$ cat config.mk
export PLATFORM = sky130hd
export DESIGN_NAME = tile_dma_loader
export DESIGN_NICKNAME = d
export VERILOG_FILES = /design/src/rtl/tile_dma_loader.sv
export SDC_FILE = /design/constraint.sdc
export NUM_CORES = 1
export LEC_CHECK = 0
export CAP_MARGIN = 15
export CORE_ASPECT_RATIO = 0.7
export CORE_MARGIN = 1
export CORE_UTILIZATION = 49
export DETAILED_ROUTE_END_ITERATION = 6
export MAX_ROUTING_LAYER = met4
export PLACE_DENSITY = 0.91
export SYNTH_ARGS = -nofsm -noshare
export SYNTH_HDL_FRONTEND = slang
export SYNTH_SLANG_ARGS = --single-unit
export TNS_END_PERCENT = 1
$ cat constraint.sdc
create_clock -name clk -period 3.03 [get_ports clk]
set_clock_uncertainty 0.2 [all_clocks]
set_input_delay 0.7575 -clock clk [delete_from_list [all_inputs] [get_ports clk]]
set_output_delay 0.7575 -clock clk [all_outputs]
set_load 0.02 [all_outputs]
$ cat src/rtl/tile_dma_loader.sv
// Tile DMA loader: reads one TILE_W x TILE_H tile of a row-major image, one
// row request at a time, and streams the pixels into one half of a ping-pong tile buffer.
module tile_dma_loader #(
    parameter int IMG_W  = 1920,
    parameter int IMG_H  = 1080,
    parameter int TILE_W = 32,
    parameter int TILE_H = 32,
    parameter int DATA_W = 8,
    parameter int ADDR_W = 32
) (
    input  logic                                   clk,
    input  logic                                   rst_n,
    input  logic                                   dma_start,
    input  logic [$clog2(IMG_W/TILE_W)-1:0]        tile_x,
    input  logic [$clog2(IMG_H/TILE_H)-1:0]        tile_y,
    input  logic                                   buf_sel,
    input  logic [ADDR_W-1:0]                      frame_base,
    output logic                                   dma_done,
    output logic                                   busy,
    output logic                                   rd_req_valid,
    input  logic                                   rd_req_ready,
    output logic [ADDR_W-1:0]                      rd_req_addr,
    output logic [$clog2(TILE_W+1)-1:0]            rd_req_len,
    input  logic                                   rd_rsp_valid,
    output logic                                   rd_rsp_ready,
    input  logic [DATA_W-1:0]                      rd_rsp_data,
    output logic                                   buf_we,
    output logic [$clog2(2*TILE_W*TILE_H)-1:0]     buf_waddr,
    output logic [DATA_W-1:0]                      buf_wdata
);

    localparam int TS    = TILE_W * TILE_H;
    localparam int BA_W  = $clog2(2 * TS);
    localparam int RC_W  = $clog2(TILE_H + 1);
    localparam int LEN_W = $clog2(TILE_W + 1);

    typedef enum logic [1:0] {
        IDLE,
        RUN,
        DONE
    } state_e;

    state_e              state_q, state_d;
    logic                start_prev_q;
    logic                buf_sel_q, buf_sel_d;
    logic [ADDR_W-1:0]   req_addr_q, req_addr_d;
    logic                req_valid_q, req_valid_d;
    logic [RC_W-1:0]     req_cnt_q, req_cnt_d;
    logic [BA_W-1:0]     beat_cnt_q, beat_cnt_d;

    logic                start_edge;
    logic                req_fire;
    logic                beat_fire;
    logic [ADDR_W-1:0]   tile_origin;

    assign start_edge = dma_start && !start_prev_q && (state_q == IDLE);
    assign req_fire   = req_valid_q && rd_req_ready;
    assign beat_fire  = (state_q == RUN) && rd_rsp_valid;

    // Address of the tile's top-left pixel; arithmetic wraps at ADDR_W bits.
    assign tile_origin = frame_base
                       + ADDR_W'(tile_y) * ADDR_W'(TILE_H * IMG_W)
                       + ADDR_W'(tile_x) * ADDR_W'(TILE_W);

    always_comb begin
        // NOTE: every always_comb output gets a default first so no path infers a latch.
        state_d     = state_q;
        buf_sel_d   = buf_sel_q;
        req_addr_d  = req_addr_q;
        req_valid_d = req_valid_q;
        req_cnt_d   = req_cnt_q;
        beat_cnt_d  = beat_cnt_q;

        unique case (state_q)
            IDLE: begin
                if (start_edge) begin
                    state_d     = RUN;
                    buf_sel_d   = buf_sel;
                    req_addr_d  = tile_origin;
                    req_valid_d = 1'b1;
                    req_cnt_d   = '0;
                    beat_cnt_d  = '0;
                end
            end
            RUN: begin
                // Request and response sides progress independently.
                if (req_fire) begin
                    req_cnt_d  = req_cnt_q + RC_W'(1);
                    req_addr_d = req_addr_q + ADDR_W'(IMG_W);
                    if (req_cnt_q == RC_W'(TILE_H - 1)) begin
                        req_valid_d = 1'b0;
                    end
                end
                if (beat_fire) begin
                    beat_cnt_d = beat_cnt_q + BA_W'(1);
                    if (beat_cnt_q == BA_W'(TS - 1)) begin
                        state_d     = DONE;
                        req_valid_d = 1'b0;
                    end
                end
            end
            DONE: begin
                state_d    = IDLE;
                req_cnt_d  = '0;
                beat_cnt_d = '0;
            end
            default: begin
                state_d = IDLE;
            end
        endcase
    end

    // NOTE: state registers use non-blocking assignments so all flops update together.
    always_ff @(posedge clk or negedge rst_n) begin
        if (!rst_n) begin
            state_q      <= IDLE;
            start_prev_q <= 1'b1;
            buf_sel_q    <= 1'b0;
            req_addr_q   <= '0;
            req_valid_q  <= 1'b0;
            req_cnt_q    <= '0;
            beat_cnt_q   <= '0;
        end else begin
            state_q      <= state_d;
            start_prev_q <= dma_start;
            buf_sel_q    <= buf_sel_d;
            req_addr_q   <= req_addr_d;
            req_valid_q  <= req_valid_d;
            req_cnt_q    <= req_cnt_d;
            beat_cnt_q   <= beat_cnt_d;
        end
    end

    assign busy         = (state_q != IDLE);
    assign dma_done     = (state_q == DONE);
    assign rd_rsp_ready = (state_q == RUN);
    assign rd_req_valid = req_valid_q;
    assign rd_req_addr  = req_addr_q;
    assign rd_req_len   = LEN_W'(TILE_W);
    assign buf_we       = beat_fire;
    assign buf_waddr    = buf_sel_q ? (BA_W'(TS) + beat_cnt_q) : beat_cnt_q;
    assign buf_wdata    = rd_rsp_data;

endmodule

==> flow_summary.ini <==
[clock_network]
clk_latency_ps = 300
clk_path_buf_depth = 2
cts_tree = yes
ctsRootBufferMaster = clkbuf_16
cts-buffers-inserted = 5
htree_num_levels = 2
postCtsHoldBufs = 0
clk_pin_slew_ps = 70
clock_sinks = 54

[final_layout]
seqCellArea_sq_mm = 0.00135
fin_nets = 798
fin_util_pct = 72.5
drive_gt1_share_pct = 18.5
n_antenna_cell = 0
area_growth_pct = 39.1
multi_input_area_sq_mm = 0.00297
num-fill-cells = 572

[floorplan]
core-area_sq_mm = 0.00872
die_h_um = 82.6
start_util_pct = 52.1
num_rows = 28
die_area_sq_mm = 0.00967
io_pins = 120
die_width_um = 117

[global_routing]
overflow = 0
grt_use_total_pct = 32.3
grt_pass1_vias = 4735
grt_first_pass_wirelength_um = 23200
grt_max_degree = 27
antenna_found_initial = 0

[detailed_routing]
route.detailed.drc = 2
first_iter_violations = 627
vias_per_cell = 6.03
wirelength_um = 14700
avgRoutedWirePerCell_um = 18.0
ant_nets = 0
num_vias = 4927
drt_first_pass_iters = 7

[yosys]
synth_area_sq_mm = 0.00455
synth_common_cells = nand2_1, dfrtp_1, a21oi_1
syn_avg_cell_area_sq_um = 8.31
yosysTopAreaCellShare_pct = 29.2
synth_flop_cell = dfrtp_1
yosys_warnings = 0
synth.area.top_cells = dfrtp_1, ha_1, nand2_1, a21oi_1, fa_1
syn_inst = 547
seq_area_frac_synth_pct = 29.7
synth.distinct_cells = 63
synthArstFlopShare_pct = 100
yosysMostFrequentCell = nand2_1
yosys.area.top_type = dfrtp_1
synth_seq_cells = 54
synth_edf_count = 0

[setup_path]
cp_cell_sequence = buf_6 -> fa_2 -> fa_1 -> ha_1 -> a21o_1 -> a21oi_2 -> nor2b_1 -> o21a_1 -> buf_4 -> nor2_4 -> xnor2_2 -> ha_1 -> a21o_1 -> a32o_2 -> or3_4 -> nand4_1 -> xor2_1 -> o221ai_1
cpLargestDelayFamily = adder cells
crit_slowest_cell = fa_2
crit_type = in -> reg
crit_buf_inv = 2
crit_path_max_incr_delay_ps = 580
worst-path-max-fanout = 3
start_kind = input pin
arrival_ps = 4690
critPathCaptureType = flop
critPathRequiredTime_ps = 3000

[power]
power_leakage_nw = 2.90
power_density_mw_per_mm2 = 841
ir_drop_uv = 561

[run_status]
status = finished, violations left
violations = DRC, setup timing

[timing]
tightest_slew_ps = 805
slew_headroom_pct = 45.9
worst_slack_ps = -1690
final.period_utilization_pct = 156
rsz0062_at_grt = true
setup_viol = 17
slew_violations = 0
fmax_mhz = 212
post-route-min-period_ps = 4720
tns_ps = -22850
hold_viol = 0

[placed_design]
gp_congestion = 0.966
pre_cts_ws_ps = -2360
io_buffers = 97
dp_hpwl_um = 11000

[run]
cap_violations = 0

[worst_hold_path]
hp-class = in -> async
-- sequential cells by signal, indices dropped and copies added, names as in the netlist --
register / count
rd_req_valid: 1
req_cnt_q: 6
state_q: 2
beat_cnt_q: 11
rd_req_addr: 32
buf_sel_q: 1
start_prev_q: 1
-- cell type report --
type / count / share of cell area [%]
clock buffers: 6 / 2.20
inverters: 28 / 1.72
well taps: 120 / 2.37
multi-input cells: 426 / 46.9
flip-flops and latches: 54 / 21.4
repair buffers: 181 / 25.2
clock inverters: 2 / 0.257
-- worst reg2reg max path, delay by kind of cell, from the launching register on --
kind / cells / cell delay [ps]
fa+ha+maj: 1 / 230
simple gates: 5 / 1230
compound gates: 2 / 200
buf+inv: 2 / 220
flops: 1 / 450
-- what timing repair did --
item                       4_1_cts  5_1_grt
gates cloned                     0        0
setup endpoints to repair       18       18
pin swaps                       18       18
setup buffers                    4        3
gates resized for setup         38        7
-- cells in the final DEF, fill, tap and decap left out, drive strengths merged, types with 3 or more instances in the layout --
cell type	count
o221ai	3
clkbuf	6
o31ai	3
a221oi	5
nand4	15
a21oi	44
nor3b	4
clkdlybuf4s50	91
or2	3
nand2	69
a21o	14
fa	10
dfrtp	53
o22ai	3
or3	5
nor4	3
conb	6
o22a	3
buf	89
nor3	9
ha	34
nand3	22
a31oi	8
and3	15
xor2	21
o21ai	38
nor2	40
xnor2	14
inv	28
or4	3
-- metal layers --
layer	routed length, um	part of all wire [%]	track usage (%)
met4	554	3.8	11.9
met5	0	0	-
met1	6030	41	39.7
met3	1210	8.2	6.42
met2	6910	47	53.1
-- cells by family after synthesis --
kind of cell / after synthesis / synth area share (%)
compound gates: 140 / 19.6
xor+xnor: 35 / 6.74
fa+ha+maj: 44 / 13.8
buf+inv: 71 / 7.87
flops: 54 / 29.7
mux: 2 / 0.440
other cells: 2 / 0.165
simple gates: 199 / 21.6
-- stage by stage --
stage	total power [mW]	instances	hold slack (ps)	cell area, sq um
after floorplan	3.06	551	262	4590
after global placement	4.28	802	262	6030
after detailed placement	4.46	802	270	6030
after CTS	5.17	814	279	6260
after global routing	5.61	817	300	6320
final	5.32	817	255	6320
-- power breakdown --
part | total (mW) | internal (mW) | switching (mW)
Combinational | 3.34 | 1.55 | 1.78
Sequential | 1.36 | 1.00 | 0.357
Clock | 0.620 | 0.333 | 0.287
Total | 5.32 | 2.89 | 2.43
-- path summary, 6_finish.rpt --
check                                                 from  slack, ps                          end  depth (start not counted)
worst max-delay path                             tile_y[1]      -1690  rd_req_addr[28]$_DFFE_PN0P_                         18
worst min-delay path                                 rst_n        260    beat_cnt_q[2]$_DFFE_PN0P_                          1
worst max register to register  rd_req_addr[7]$_DFFE_PN0P_        370  rd_req_addr[23]$_DFFE_PN0P_                         10
worst min register to register  rd_req_addr[5]$_DFFE_PN0P_        290   rd_req_addr[5]$_DFFE_PN0P_                          2
max in group asynchronous                            rst_n       1710  rd_req_addr[19]$_DFFE_PN0P_                          2
min in group clk                rd_req_addr[5]$_DFFE_PN0P_        290   rd_req_addr[5]$_DFFE_PN0P_                          2
(Power assumes the default switching activity.)
